===== config.mk =====
export PLATFORM = sky130hd
export DESIGN_NAME = msk_burst_framer
export DESIGN_NICKNAME = d
export VERILOG_FILES = /design/src/rtl/msk_tx_pkg.sv /design/src/rtl/msk_crc16_serial.sv /design/src/rtl/msk_burst_framer.sv
export SDC_FILE = /design/constraint.sdc
export NUM_CORES = 1
export LEC_CHECK = 0
export BUFFER_PORTS_ARGS = -buffer_cell sky130_fd_sc_hd__buf_2
export CAP_MARGIN = 20
export CORE_ASPECT_RATIO = 1.75
export CORE_MARGIN = 5
export CORE_UTILIZATION = 60
export DETAILED_ROUTE_END_ITERATION = 6
export HOLD_SLACK_MARGIN = 0.1
export PLACE_DENSITY = 0.85
export SETUP_SLACK_MARGIN = 0.2
export SLEW_MARGIN = 25
export SYNTH_ARGS = -nofsm -noshare
export SYNTH_HDL_FRONTEND = slang
export SYNTH_SLANG_ARGS = --single-unit
export TNS_END_PERCENT = 5

===== constraint.sdc =====
create_clock -name clk_25m -period 3 [get_ports clk_25m]
set_input_delay 0.9 -clock clk_25m [delete_from_list [all_inputs] [get_ports clk_25m]]
set_output_delay 0.9 -clock clk_25m [all_outputs]
set_load 0.005 [all_outputs]

===== src/rtl/msk_tx_pkg.sv =====
// Shared types and constants for the MSK transmit burst path.
// The CRC helper is used only by builds with MSK_FRAMER_CRC_EN defined.
package msk_tx_pkg;

    typedef enum logic [2:0] {
        IDLE,
        PRE,
        SYNC,
        PAY,
        CRC,
        TAIL
    } tx_state_t;

    localparam logic [15:0] CRC16_POLY        = 16'h1021;
    localparam logic [15:0] CRC16_INIT        = 16'hFFFF;
    localparam logic [31:0] SYNC_WORD_DEFAULT = 32'h1ACF_FC1D;

    // One CRC-16/CCITT-FALSE step for a single message bit, MSB-first.
    function automatic logic [15:0] crc16_step(input logic [15:0] crc, input logic din);
        logic fb;
        fb = crc[15] ^ din;
        return {crc[14:0], 1'b0} ^ (fb ? CRC16_POLY : 16'h0000);
    endfunction

endpackage


===== src/rtl/msk_crc16_serial.sv =====
// Bit-serial CRC-16/CCITT-FALSE register with init and enable.
// Built only when MSK_FRAMER_CRC_EN is defined.
`ifdef MSK_FRAMER_CRC_EN
module msk_crc16_serial
    import msk_tx_pkg::*;
(
    input  logic        clk,
    input  logic        rst_n,
    input  logic        init,
    input  logic        en,
    input  logic        din,
    output logic [15:0] crc
);

    always_ff @(posedge clk or negedge rst_n) begin
        if (!rst_n) begin
            crc <= '0;
        end else if (init) begin
            crc <= CRC16_INIT;
        end else if (en) begin
            crc <= crc16_step(crc, din);
        end
    end

endmodule
`endif


===== src/rtl/msk_burst_framer.sv =====
// TDMA burst serialiser feeding the MSK modulator: preamble, sync, payload, CRC, tail.
// Define MSK_FRAMER_CRC_EN to append the CRC-16 field after the payload.
module msk_burst_framer
    import msk_tx_pkg::*;
#(
    parameter int          SPB       = 4,
    parameter int          PRE_LEN   = 16,
    parameter logic [31:0] SYNC_WORD = SYNC_WORD_DEFAULT,
    parameter int          TAIL_LEN  = 8,
    parameter int          MAX_BYTES = 64
) (
    input  logic       clk_25m,
    input  logic       rst,
    input  logic       slot_start,
    input  logic [7:0] byte_in,
    input  logic       byte_valid,
    input  logic       byte_last,
    output logic       byte_ready,
    output logic       bit_out,
    output logic       time_slot_flag,
    output logic       busy,
    output logic       underrun
);

    localparam int CNT_W = $clog2(SPB);
    localparam int BC_W  = $clog2(MAX_BYTES + 1);

    tx_state_t        state;
    logic [CNT_W-1:0] cnt;
    logic [7:0]       idx;
    logic [30:0]      sh;        // bits still to send after the one on bit_out
    logic [BC_W-1:0]  byte_cnt;
    logic             last_q;
    logic             strobe;
    logic             pay_end;
    logic             fetch;

    assign strobe     = (state != IDLE) && (cnt == CNT_W'(SPB - 1));
    assign pay_end    = last_q || (byte_cnt == BC_W'(MAX_BYTES));
    assign fetch      = strobe && ((state == SYNC && idx == 8'd31) ||
                                   (state == PAY && idx == 8'd7 && !pay_end));
    // Ready is combinational so the FIFO pops in the same cycle the byte is loaded.
    assign byte_ready = fetch && byte_valid;
    assign busy       = (state != IDLE);

`ifdef MSK_FRAMER_CRC_EN
    logic [15:0] crc_q;
    logic [15:0] crc_nxt;

    msk_crc16_serial u_crc (
        .clk   (clk_25m),
        .rst_n (rst),
        .init  (slot_start && state == IDLE),
        .en    (strobe && state == PAY),
        .din   (bit_out),
        .crc   (crc_q)
    );

    // Includes the final payload bit, which the register absorbs on this same strobe.
    always_comb crc_nxt = crc16_step(crc_q, bit_out);
`endif

    always_ff @(posedge clk_25m or negedge rst) begin
        if (!rst) begin
            state          <= IDLE;
            cnt            <= '0;
            idx            <= '0;
            sh             <= '0;
            byte_cnt       <= '0;
            last_q         <= 1'b0;
            bit_out        <= 1'b0;
            time_slot_flag <= 1'b0;
            underrun       <= 1'b0;
        end else begin
            underrun <= 1'b0;
            if (state == IDLE) begin
                if (slot_start) begin
                    state          <= PRE;
                    cnt            <= '0;
                    idx            <= '0;
                    byte_cnt       <= '0;
                    last_q         <= 1'b0;
                    bit_out        <= 1'b1;
                    time_slot_flag <= 1'b1;
                end
            end else begin
                cnt <= strobe ? '0 : cnt + 1'b1;
                if (strobe) begin
                    idx     <= idx + 8'd1;
                    sh      <= {sh[29:0], 1'b0};
                    bit_out <= sh[30];
                    unique case (state)
                        PRE: begin
                            if (idx == 8'(PRE_LEN - 1)) begin
                                state   <= SYNC;
                                idx     <= '0;
                                sh      <= SYNC_WORD[30:0];
                                bit_out <= SYNC_WORD[31];
                            end else begin
                                bit_out <= idx[0];
                            end
                        end
                        SYNC, PAY: begin
                            if (fetch) begin
                                idx <= '0;
                                if (byte_valid) begin
                                    state    <= PAY;
                                    sh       <= {byte_in[6:0], 24'h000000};
                                    bit_out  <= byte_in[7];
                                    last_q   <= byte_last;
                                    byte_cnt <= byte_cnt + 1'b1;
                                end else begin
                                    state    <= TAIL;
                                    bit_out  <= 1'b0;
                                    underrun <= 1'b1;
                                end
                            end else if (state == PAY && idx == 8'd7) begin
                                idx <= '0;
`ifdef MSK_FRAMER_CRC_EN
                                state   <= CRC;
                                sh      <= {crc_nxt[14:0], 16'h0000};
                                bit_out <= crc_nxt[15];
`else
                                state   <= TAIL;
                                bit_out <= 1'b0;
`endif
                            end
                        end
                        CRC: begin
                            if (idx == 8'd15) begin
                                state   <= TAIL;
                                idx     <= '0;
                                bit_out <= 1'b0;
                            end
                        end
                        TAIL: begin
                            bit_out <= 1'b0;
                            if (idx == 8'(TAIL_LEN - 1)) begin
                                state          <= IDLE;
                                idx            <= '0;
                                time_slot_flag <= 1'b0;
                            end
                        end
                        default: ;
                    endcase
                end
            end
        end
    end

endmodule

After elaboration in Yosys (flattened, before gate mapping) --
Index checks and enable logic that the tools add are counted.
Storage, ports and cells: output and inout bits 5, bits in registers 55, input bits 13, word-level logic and storage cells 108
Operators by class: reduce and logical (&&, ||, !) cells 25, bitwise logic cells 1, add/sub/neg operators 3, eq/ne operators 15, muxes and demuxes 55
Operators by type and width (count):
- 2-to-1 mux 31 bit | 3
- case mux 31 bit (2 select lines) | 1
- 2-to-1 mux 8 bit | 7
- 2-to-1 mux 7 bit | 6
- 2-to-1 mux 3 bit | 9
- case mux 8 bit (3 select lines) | 1
- 2-to-1 mux 1 bit | 23
- case mux 3 bit (4 select lines) | 1
- nonzero test 2 bit | 6
- inequality test 3 bit (second input constant) | 3
- adder 8 x 1 -> 8 bit (second input constant) | 1
- == test 8 x 3 -> 1 bit (second input constant) | 1
- == test 8 x 4 -> 1 bit (second input constant) | 1
- == test 8 x 5 -> 1 bit (second input constant) | 1
- adder 7 x 1 -> 7 bit (second input constant) | 1
- == test 7 bit (second input constant) | 1
- AND reduction 7 bit | 1
- == test 3 x 2 -> 1 bit (second input constant) | 2
- == test 3 bit (second input constant) | 2
- logical AND 1 bit | 6
- 2-to-1 mux 2 bit | 3
- AND reduction 5 bit | 1
- nonzero test 5 bit | 1
- inequality test 4 bit (second input constant) | 1
- other kinds (13) | 16

Logic depth before layout (Yosys ltp) --
depth in word-level cells 10, mapped depth 9, depth with buffers taken out 7

Least setup slack after synthesis --
OpenSTA, ideal clock, no wires.
path type flip-flop to output port, start reg idx[5], end out byte_ready, data required time 2100 ps, setup slack 450 ps, data arrival time 1650 ps, buffers on the path 2, stages on the path, launching flop included 7, cells stage by stage dfrtp_1 buf_6 or4_4 buf_6 nor3_4 nand2_1 a21oi_1
On the way: word-level cells in the longest chain between the ends 6, elaborated cells between the ends (all ways) 8, those cells by class eq/ne (2); reduce/logical (6)
RTL lines:
- from (decl) | line msk_burst_framer.sv:30 | logic [7:0] idx;
- from (signal assigned) | line msk_burst_framer.sv:89 | idx <= idx + 8'd1;
- == test 8 x 3 -> 1 bit | line msk_burst_framer.sv:41 | (state == PAY && idx == 8'd7 && !pay_end));
- logical AND 1 bit (2 in a row) | line msk_burst_framer.sv:41
- logical OR 1 bit * | line msk_burst_framer.sv:40 | assign fetch = strobe && ((state == SYNC && idx == 8'd31) ||
- logical AND 1 bit * | line msk_burst_framer.sv:40
- logical AND 1 bit * | line msk_burst_framer.sv:43 | assign byte_ready = fetch && byte_valid;
- to (decl) | line msk_burst_framer.sv:18 | output logic byte_ready,
Every way passes the cells marked *; elsewhere a longest branch is shown, timed or not.

Final worst setup path --
start reg idx[4], end out byte_ready
The elaborated chain is that of the path after synthesis.

==> flow_summary.toml <==
[worst_setup_path]
cp_max_fo = 6
worstSetupPathType = "reg2out"
r2r_cells = 6
cp.arrival_ns = 1.92
setup.worst_path.end_class = "primary output"
cp-start-kind = "flip-flop"
crit_required_ns = 2.10

[pwr]
peakVddDrop_v = 0.000621
p_leak_nw = 1.38
internal_power_mw = 1.69
p_clk_frac = 0.150
netSwitchingPower_mw = 1.14
cellPowerDensity_mw_per_mm2 = 853
comb_power_share = 0.436
switching_share = 0.402
seqPwrFrac = 0.415

[outcome]
status = "completed"

[clock_tree]
clock_latency_ns = 0.31
postCtsHoldBufs = 0
cts_made_buffers = 5
htree_levels = 2
clock-sinks = 55
cts.clk_slew.worst_paths_ns = 0.10
tritoncts = "built"
cts_buffer_depth = 2
root_buffer = "clkbuf_8"

[synth]
avgSynthCellArea_sq_um = 9.06
synth_top_flop_cell = "dfrtp_1"
synth_edf_count = 0
synth.distinct_cells = 55
ys_seq_elements = 55
syn_area_sq_mm = 0.00301
ys_warn_count = 0
async_flop_share = 1.00
netlist_instances = 332
ys_seq_area_frac = 0.458
synth.net_count = 352

[timing]
period_minus_slack_ns = 2.82
hold_ws_ns = 0.503
tightest_slew_ns = 0.845
final-setup-viol-count = 0
finalSetupTns_ns = 0
slew_viol_final = 0
fmax_ghz = 0.354
max_slew_margin = 0.436
fin_crit_sh = 0.941
rsz0062_at_grt = "true"
skew_ns = 0.00719
hold_viol_final = 0

[layout]
nets = 374
diodes = 0
area_growth_pct = 10.6
layout-drive-gt1-share = 0.172

[routing]
vias = 2672
drc = 0
drtAntennaViolNets = 0
drtPass1Iterations = 6
wl_microns = 7200
vias_per_cell = 6.55
wl_per_cell_microns = 17.6
drt_iter0_markers = 240

[floorplan]
io-pin-count = 18
die_h_microns = 104
die_area_sq_mm = 0.00658
die_w_microns = 63.5
num_rows = 34
initial_core_util = 0.609
core_sq_mm = 0.00493

[run]
maxCapViolCount = 0

[global_route]
grt_start_max_net_pins = 29
grt_pass1_wl_microns = 12300
gr-total-overflow = 0
grt_pass1_vias = 2659
grt.total_usage = 0.227
antenna_found_initial = 0

[min_path]
hold_path_depth = 1
hold_path.class = "reg2reg"

[placement]
port-buffer-count = 17
dp_hpwl_microns = 4970
place_congestion = 0.900
state kept, by name (all words and copies together) (netlist names):
signal	count
bit_out	1
byte_cnt	7
cnt	2
idx	8
last_q	1
sh	31
state	3
time_slot_flag	1
underrun	1
stage by stage:
step                std cells  cell area (sq um)   util  total power [mW]  setup WS [ns]
floorplan                 332               3010      -              2.07          0.450
global placement          395               3160  0.641              2.30          0.292
detailed placement        395               3170  0.642              2.35          0.278
CTS                       405               3290  0.667              2.80          0.177
global route              408               3320  0.674              3.06          0.110
finish                    408               3320  0.674              2.84          0.176
final timing paths:
| kind | startpoint | slack, ns | endpoint |
|---|---|---|---|
| worst max-delay path | idx[4] | 0.18 | byte_ready |
| worst min-delay path | sh[5] | 0.50 | sh[6] |
| worst max register to register | idx[0] | 0.38 | sh[26] |
| worst min register to register | sh[5] | 0.50 | sh[6] |
| max in group asynchronous | rst | 1.75 | sh[5] |
| min in group asynchronous | rst | 0.58 | byte_cnt[0] |
placed cells by master, fill, tap and decap left out, types with 4 or more instances in the layout:
cell type,synthesis,final
a22o_1,9,9
o211ai_1,4,4
and2_1,5,5
a221o_1,4,4
nand3_1,9,9
o21ai_0,33,33
inv_1,10,10
ha_1,7,7
a21oi_1,26,25
o31ai_1,10,9
buf_4,0,20
nor2_1,36,35
a41oi_1,4,4
clkbuf_8,0,6
dfrtp_1,55,53
nor3_1,7,7
buf_2,1,17
nand2_1,36,36
routing by layer:
metal | wire (microns) | vias up | GRT usage
li1 | - | 1247 | -
met1 | 2820 | 1302 | 0.279
met2 | 3840 | 103 | 0.378
met3 | 318 | 20 | 0.0379
met4 | 214 | 0 | 0.110
met5 | 0 | - | 0
timing repair:
item | in CTS | in global routing
pin swaps | 2 | 2
buffers inserted | 3 | 3
endpoints found under the hold margin | 0 | 0
cloned | 0 | 0
resized for setup | 3 | 2
setup endpoints to repair | 1 | 1
cell type report:
type,count,area (sq um)
fill,413,1610
multi-input combinational,245,1510
sequential,55,1380
timing repair buffer,37,235
clock buffer,6,82.6
tap,54,67.6
inverter,10,37.5
clock inverter,1,8.76
power groups by stage:
| stage | Clock (mW) | Sequential [mW] | Combinational, mW |
|---|---|---|---|
| floorplan | 0 | 1.13 | 0.942 |
| global placement | 0 | 1.17 | 1.13 |
| detailed placement | 0 | 1.18 | 1.17 |
| CTS | 0.433 | 1.16 | 1.20 |
| global route | 0.476 | 1.20 | 1.38 |
| finish | 0.424 | 1.18 | 1.24 |
synthesized netlist by cell type, types with 2 or more instances:
library cell | instances | area [sq um]
or4_1 | 3 | 22.5
nor2_1 | 36 | 135
o211ai_1 | 4 | 30.0
nand2b_1 | 3 | 18.8
nor4_1 | 2 | 12.5
clkbuf_1 | 18 | 67.6
nand2_1 | 36 | 135
or3b_1 | 2 | 17.5
nand3_1 | 9 | 45.0
or4b_1 | 2 | 20.0
a41oi_1 | 4 | 35.0
nand4_1 | 2 | 12.5
nor3_1 | 7 | 35.0
ha_1 | 7 | 87.6
dfrtp_1 | 55 | 1380
o21ai_0 | 33 | 165
a22o_1 | 9 | 78.8
nand3b_1 | 3 | 22.5
a22oi_1 | 2 | 15.0
inv_1 | 10 | 37.5
and2_1 | 5 | 31.3
o31a_1 | 3 | 26.3
o41ai_1 | 2 | 17.5
a21oi_1 | 26 | 130
a221o_1 | 4 | 40.0
and4_1 | 3 | 26.3
nand4b_1 | 3 | 26.3
o31ai_1 | 10 | 75.1
buf_6 | 3 | 33.8
critical path: stages (launching register included):
cell     delay, ns
dfrtp_1       0.45
or4_4         0.59
nor3_4        0.16
nand2_1       0.11
a21oi_2       0.18
buf_2         0.13
kinds of logic after synthesis:
group	Yosys count	share of synthesized area
XOR/XNOR	2	0.00583
AO/OA/AOI/OAI	105	0.226
multiplexers	3	0.0121
flip-flops	55	0.458
adder cells (fa/ha/maj)	7	0.0291
AND/OR/NAND/NOR	128	0.222
buffers and inverters	32	0.0479
Note: power is estimated with default switching activity, not from simulation.
